===== config.mk =====
export PLATFORM = sky130hd
export DESIGN_NAME = iddmm_host_drv
export DESIGN_NICKNAME = d
export VERILOG_FILES = /design/src/rtl/iddmm_host_drv.sv
export SDC_FILE = /design/constraint.sdc
export NUM_CORES = 2
export LEC_CHECK = 0
export ABC_AREA = 1
export BUFFER_PORTS_ARGS = -buffer_cell sky130_fd_sc_hd__buf_2
export CAP_MARGIN = 20
export CORE_UTILIZATION = 35
export DETAILED_ROUTE_END_ITERATION = 6
export HOLD_SLACK_MARGIN = 0.03
export SYNTH_ARGS = -nofsm -noshare
export SYNTH_HDL_FRONTEND = slang
export SYNTH_SLANG_ARGS = --single-unit
export TNS_END_PERCENT = 100

===== constraint.sdc =====
create_clock -name clk -period 19.9 [get_ports clk]
set_input_delay 2.985 -clock clk [delete_from_list [all_inputs] [get_ports clk]]
set_output_delay 2.985 -clock clk [all_outputs]
set_load 0.1 [all_outputs]

===== src/rtl/iddmm_host_drv.sv =====
// iddmm_host_drv
//   Host-side initiator for the IDDMM Montgomery multiplier engine.
//   Streams operand words into the engine x/y/m RAMs, requests a task,
//   buffers the N returned result words and replays them downstream.
//
// Ports
//   clk, rst                 clock, synchronous active-high reset
//   start, ld_mask[2:0]      job start (idle only); operands to load x/y/m
//   busy, done, err_proto    status; done pulses after last output beat
//   in_valid/in_ready/in_data      upstream operand stream
//   out_valid/out_ready/out_data/out_last  downstream result stream
//   wr_ena[2:0], wr_addr, wr_x/wr_y/wr_m   engine RAM write port
//   task_req/task_grant      engine request handshake
//   task_end, task_res       engine result beats (no backpressure)
module iddmm_host_drv #(
  parameter int K      = 128,
  parameter int N      = 32,
  parameter int ADDR_W = $clog2(N)
) (
  input  logic              clk,
  input  logic              rst,
  input  logic              start,
  input  logic [2:0]        ld_mask,
  output logic              busy,
  output logic              done,
  output logic              err_proto,
  input  logic              in_valid,
  output logic              in_ready,
  input  logic [K-1:0]      in_data,
  output logic              out_valid,
  input  logic              out_ready,
  output logic [K-1:0]      out_data,
  output logic              out_last,
  output logic [2:0]        wr_ena,
  output logic [ADDR_W-1:0] wr_addr,
  output logic [K-1:0]      wr_x,
  output logic [K-1:0]      wr_y,
  output logic [K-1:0]      wr_m,
  output logic              task_req,
  input  logic              task_grant,
  input  logic              task_end,
  input  logic [K-1:0]      task_res
);

  typedef enum logic [2:0] {IDLE, LOAD, REQ, COLLECT, DRAIN} state_t;

  localparam logic [ADDR_W-1:0] LAST = ADDR_W'(N - 1);

  state_t            state, state_d;
  logic [2:0]        mask;
  logic [2:0]        op;
  logic [ADDR_W-1:0] idx, cnt, rd;
  logic              in_hs, grant_hs, capture, out_hs;
  logic              done_q, err_q;
  logic [2:0]        wr_ena_p1;
  logic [ADDR_W-1:0] wr_addr_p1;
  logic [K-1:0]      wr_word_p1;
  logic [K-1:0]      res_buf [N];

  // Lowest selected operand (one-hot x/y/m).
  function automatic logic [2:0] first_op(input logic [2:0] m);
    if (m[0])      return 3'b001;
    else if (m[1]) return 3'b010;
    else if (m[2]) return 3'b100;
    else           return 3'b000;
  endfunction

  // Next selected operand above the current one, or 0 when loading is finished.
  function automatic logic [2:0] next_op(input logic [2:0] m, input logic [2:0] cur);
    case (cur)
      3'b001:  return m[1] ? 3'b010 : (m[2] ? 3'b100 : 3'b000);
      3'b010:  return m[2] ? 3'b100 : 3'b000;
      default: return 3'b000;
    endcase
  endfunction

  // task_req waits out the final RAM write pulse so the engine never
  // starts before its operands have landed.
  assign task_req  = (state == REQ) && (wr_ena_p1 == 3'b000);
  assign in_ready  = (state == LOAD);
  assign busy      = (state != IDLE);
  assign out_valid = (state == DRAIN);
  assign out_last  = (state == DRAIN) && (rd == LAST);
  assign out_data  = (state == DRAIN) ? res_buf[rd] : '0;
  assign done      = done_q;
  assign err_proto = err_q;
  assign wr_ena    = wr_ena_p1;
  assign wr_addr   = wr_addr_p1;
  assign wr_x      = wr_word_p1;
  assign wr_y      = wr_word_p1;
  assign wr_m      = wr_word_p1;

  always_comb begin
    state_d  = state;
    in_hs    = (state == LOAD) && in_valid;
    grant_hs = task_req && task_grant;
    // A beat arriving together with the grant is result word 0.
    capture  = task_end && ((state == COLLECT) || grant_hs);
    out_hs   = (state == DRAIN) && out_ready;
    case (state)
      IDLE:    if (start) state_d = (ld_mask != 3'b000) ? LOAD : REQ;
      LOAD:    if (in_hs && (idx == LAST) && (next_op(mask, op) == 3'b000)) state_d = REQ;
      REQ:     if (grant_hs) state_d = (capture && (cnt == LAST)) ? DRAIN : COLLECT;
      COLLECT: if (capture && (cnt == LAST)) state_d = DRAIN;
      DRAIN:   if (out_hs && (rd == LAST)) state_d = IDLE;
      default: state_d = IDLE;
    endcase
  end

  // Stage p1: registered engine write port, one cycle after each handshake.
  always_ff @(posedge clk) begin
    if (rst) begin
      state      <= IDLE;
      mask       <= '0;
      op         <= '0;
      idx        <= '0;
      cnt        <= '0;
      rd         <= '0;
      done_q     <= 1'b0;
      err_q      <= 1'b0;
      wr_ena_p1  <= '0;
      wr_addr_p1 <= '0;
      wr_word_p1 <= '0;
    end else begin
      state     <= state_d;
      done_q    <= out_hs && (rd == LAST);
      // Beats outside the collect window are dropped and flagged.
      err_q     <= err_q | (task_end && !capture);
      wr_ena_p1 <= in_hs ? op : 3'b000;
      if (in_hs) begin
        wr_addr_p1 <= idx;
        wr_word_p1 <= in_data;
        if (idx == LAST) begin
          idx <= '0;
          op  <= next_op(mask, op);
        end else begin
          idx <= idx + ADDR_W'(1);
        end
      end
      if ((state == IDLE) && start) begin
        mask <= ld_mask;
        op   <= first_op(ld_mask);
        idx  <= '0;
        cnt  <= '0;
        rd   <= '0;
      end
      if (capture) cnt <= (cnt == LAST) ? '0 : cnt + ADDR_W'(1);
      if (out_hs)  rd  <= (rd == LAST) ? '0 : rd + ADDR_W'(1);
    end
  end

  // Result buffer: one write port (engine), one read port (downstream).
  always_ff @(posedge clk) begin
    if (capture) res_buf[cnt] <= task_res;
  end

endmodule


### Yosys cells after proc, flatten, opt, wreduce, memory -nomap -nowiden

Memories as Yosys holds them, arrays and structs flattened. A register that Yosys moved wholly into a read port is not among the register bits.
Cells that the tools add are included.

| storage, ports and cells | value |
|---|---|
| input port bits | 266 |
| output and inout port bits | 527 |
| RAM bits | 4096 |
| word-level logic and storage cells | 87 |
| memories kept | 1 |
| register bits after elaboration | 162 |

| cells by class | value |
|---|---|
| add/sub/neg operators | 3 |
| mux-type cells | 29 |
| eq/ne operators | 14 |
| bitwise gates (word level) | 2 |
| reductions and logical operators | 27 |

Memory list:

| name | depth | bits a word | read ports | clocked after Yosys merged registers in | write ports | RTL line | source |
|---|---|---|---|---|---|---|---|
| res_buf | 32 | 128 | 1 | 1 | 1 | 58 | `logic [K-1:0] res_buf [N];` |

Operators by type and width:

| operator | count |
|---|---|
| two-way mux 128 bit | 1 |
| two-way mux 3 bit | 15 |
| two-way mux 5 bit | 8 |
| adder 5 x 1 -> 5 bit (second input constant) | 3 |
| equality test 5 bit (second input constant) | 3 |
| one-hot mux 3 bit (5 select lines) | 1 |
| logical AND 1 bit | 12 |
| equality test 3 x 2 -> 1 bit (second input constant) | 3 |
| zero test 3 bit | 3 |
| nonzero test 2 bit | 4 |
| equality test 3 x 1 -> 1 bit (second input constant) | 2 |
| != test 2 x 1 -> 1 bit (second input constant) | 3 |
| one-hot mux 3 bit (2 select lines) | 1 |
| nonzero test 3 bit | 2 |
| AND reduction 5 bit | 1 |
| != test 2 bit (second input constant) | 2 |
| OR reduction 2 bit | 2 |
| equality test 3 bit (second input constant) | 1 |
| two-way mux 1 bit | 2 |
| two-way mux 2 bit | 1 |
| AND reduction 2 bit | 1 |
| zero test 1 bit | 1 |
| logical OR 1 bit | 1 |
| NOT 1 bit | 1 |
| bitwise OR 1 bit | 1 |

### Longest topological paths before layout

| depth | value |
|---|---|
| depth after elaboration | 9 |
| gate-level depth with buffers | 13 |
| mapped depth without buffers | 12 |

### Worst setup path before layout

OpenSTA, ideal clock, no wires.

| timing | value |
|---|---|
| kind | input to register |
| from | input port task_grant |
| to | memory res_buf[0][0], enable pin |
| arrival time | 8.880 ns |
| path slack | 10.403 ns |
| path buffers | 0 |
| required time | 19.283 ns |
| stages | 6 |
| setup time | 0.617 ns |
| cell sequence | nand3_1 -> nand2_1 -> nand2_1 -> inv_1 -> nand2_1 -> nor2_1 |

| on the way | value |
|---|---|
| word-level cells in the longest chain between the ends | 5 |

Ends and longest elaborated chain:

| element | RTL line | source |
|---|---|---|
| start: declaration | 40 | `input logic task_grant,` |
| logical AND 1 bit | 96 | `grant_hs = task_req && task_grant;` |
| logical OR 1 bit | 98 | `capture = task_end && ((state == COLLECT) \|\| grant_hs);` |
| logical AND 1 bit | 98 |  |
| two-way mux 1 bit | 154 | `if (capture) res_buf[cnt] <= task_res;` |
| two-way mux 1 bit (implied by the code) | 154 |  |
| end: declaration | 58 |  |

No other way between the ends.

==> out/qor.yml <==
drc: 0
grt_max_degree: 254
cts_resized: 0
fin_nets: 15000
end_kind: "primary output"
critPathTopFamily: "buffers and inverters"
path_class: "reg -> out"
synth-async-reset-ratio_pct: 0
postRouteAntennaNets: 0
finalInstanceArea_um2: 194000
leakagePower_nw: 67.8
path_clk_slew_ns: 0.06
power_mw: 19.3
htreeDepth: 5
grt_pass1_vias: 105000
firstDrtPassIters: 7
worst_hold_path_type: "reg -> reg"
switching_power_mw: 4.74
relSlewSlack_pct: 8.76
power_frac_seq_pct: 52.1
final_util_pct: 39.4
worst-path-stages: 13
die_area_um2: 497000
clockRootBuffer: "clkbuf_16"
hold_viol: 0
drv_slew: 0
intPower_mw: 14.5
avgViaCountPerCell: 5.27
worst_skew_pair.late_latency_ns: 1.01
status: "complete, no violations"
groute.usage.overall_pct: 21.6
pwr_density_cell_nw_per_um2: 99.6
antenna_found_initial: 135
instances_no_fill: 21700
post-cts-setup-buffers: 0
cts_hold_buffers: 0
overflow: 0
portBuffers: 792
worst_path_largest_cell_delay_ns: 0.97
syn_avg_cell_area_um2: 11.9
ys_warn_count: 0
rows: 257
cts_buffers: 431
r2r_cells: 12
synth_ff_type: "edfxtp_1"
netlist_instances: 14500
synth-edff-count: 4096
place_area_um2: 180000
r2r_start: "state[2]$_SDFFE_PP0P_"
setup_viol: 0
fillers: 46300
rrSetupSlack_ns: 14.76
worstSetupStartpointType: "flip-flop"
cp_max_fo: 101
fin_skew_ns: 0.0559
syn_area_um2: 173000
worst_pin_slew_ns: 1.37
crit_chain: "buf_4 > buf_4 > buf_4 > buf_4 > buf_4 > buf_4 > a21oi_1 > o21ai_0 > nand3_1 > a21oi_1 > nor3_1 > nor2_1 > buf_2"
cts.path.max_buffers: 4
synth.most_common_cell: "nand2_1"
wl_per_cell_um: 25.8
dp_hpwl_mm: 282
maxCapViolations: 0
fp.dieW_um: 705
synth_commonest_cells: "nand2_1, edfxtp_1, nand3_1"
required_ns: 16.91
wirelength_mm: 558
area_growth_syn_to_layout_pct: 12.0
tns_ns: 0
ys_ff_latch: 4262
synth.area.top_cells: "edfxtp_1, nand2_1, nand3_1"
drive_above_1_share_pct: 10.8
fin_crit_ns: 11.78
crit_buf_inv: 7
die_y_um: 705
vdd_drop_max_mv: 0.0840
crit_top_cell: "buf_4"
syn-num-nets: 14800
seq_area_frac_synth_pct: 73.1
post-synth-top-area-cell: "edfxtp_1"
place.gp.congestion: 0.984
period_share_pct: 59.2
cts.sinks: 4262
swShare_pct: 24.6
reg2reg_to: "res_buf[8][22]$_DFFE_PP_"
drtIter0Drc: 12700
grt_setup_unrepaired: "false"
synthDistinctLibCells: 27
crit_end: "out_data[41]"
post-place-cells: 20800
core_area_um2: 491000
ios: 793
fmax_ghz: 0.0849
clkPwrFrac_pct: 41.4
start_util_pct: 35.2
critPathArrivalTime_ns: 8.79
worst_path_max_delay_cell: "buf_4"
netlist.area_leader.share_pct: 71.1
grt_pass1_wl_mm: 787
combPwrFrac_pct: 6.5
vias: 114000
cts_tree: "built"
-- how the worst min path moves through the flow --
stage / start / to / slack, ns / depth (start not counted)
after floorplan: op[2]$_SDFFE_PP0P_ / wr_ena[2]$_SDFF_PP0_ / 0.44 / 2
after global placement: err_proto$_SDFF_PP0_ / err_proto$_SDFF_PP0_ / 0.44 / 2
after detailed placement: err_proto$_SDFF_PP0_ / err_proto$_SDFF_PP0_ / 0.45 / 2
after CTS: err_proto$_SDFF_PP0_ / err_proto$_SDFF_PP0_ / 0.46 / 2
after global routing: wr_addr[4]$_SDFFE_PP0N_ / wr_addr[4]$_SDFFE_PP0N_ / 0.50 / 2
final: err_proto$_SDFF_PP0_ / err_proto$_SDFF_PP0_ / 0.46 / 2
-- stage by stage --
step                      setup slack [ns]  hold slack, ns
after floorplan                      10.40           0.440
after global placement                9.34           0.441
after detailed placement              9.35           0.449
after CTS                             8.15           0.458
after global routing                  7.74           0.498
final                                 8.12           0.460
-- cell families (layout without fill, tap and decap cells) --
logic type	Yosys count	after routing	synth area share (%)
simple gates	8210	8210	20.2
flops	4262	4262	73.1
buf+inv	1370	1960	4.71
compound gates	681	681	1.98
fa+ha+maj	9	9	0.0651
xor+xnor	3	3	0.0152
other cells	0	52	0
-- registers in the layout, indices dropped and copies added (netlist names), named ones only --
register and cells:
done 1, idx 5, rd 5, op 3, cnt 5, err_proto 1, mask 2, wr_addr 5
res_buf 4096, wr_ena 3, state 3, wr_m 128
-- placed cells by master, fill, tap and decap left out, types with 152 or more instances in the layout --
cell       instances
nand3_1         3088
nand2_1         4799
nor2_1           152
clkbuf_16        437
inv_1            167
buf_4            163
buf_2            791
a21oi_1          535
edfxtp_1        4096
dfxtp_1          161
-- power groups by stage --
| stage | logic [mW] | clock network (mW) | registers [mW] |
|---|---|---|---|
| 6_report | 1.24 | 7.98 | 10.0 |
| 5_1_grt | 1.29 | 8.43 | 10.0 |
| 4_1_cts | 1.24 | 8.11 | 10.0 |
| 3_5_place_dp | 1.24 | 0 | 10.2 |
| 3_3_place_gp | 1.24 | 0 | 10.2 |
| 2_1_floorplan | 0.757 | 0 | 10.4 |
-- per-layer routing --
metal	up-vias	wire (µm)	track usage, %
met5	-	431	0
met4	68	23500	8.81
met3	993	45600	4.18
met2	5153	267000	35.9
met1	56500	221000	27.7
li1	51400	-	-
-- cell type report --
class / count / area (µm²) / share of cell area, %
Antenna cell: 52 / 130 / 0.0672
Clock buffer: 545 / 11400 / 5.89
Clock inverter: 253 / 2320 / 1.20
Inverter: 172 / 678 / 0.350
Multi-Input combinational cell: 8903 / 38700 / 20.0
Sequential cell: 4262 / 126000 / 65.3
Tap cell: 6475 / 8100 / 4.19
Timing Repair Buffer: 990 / 5910 / 3.05
-- worst reg2reg max path: stages, from the launching register on --
cell	delay, ns
dfxtp_1	0.31
inv_1	0.12
nand2_1	0.06
nor2_1	0.18
nand3_1	0.16
nand2_1	0.11
nand2_1	0.19
inv_1	0.25
nand2_1	0.48
nor2_4	0.62
buf_4	0.50
buf_4	0.83
buf_4	0.91
No activity file was read; power rests on OpenSTA's default activity.
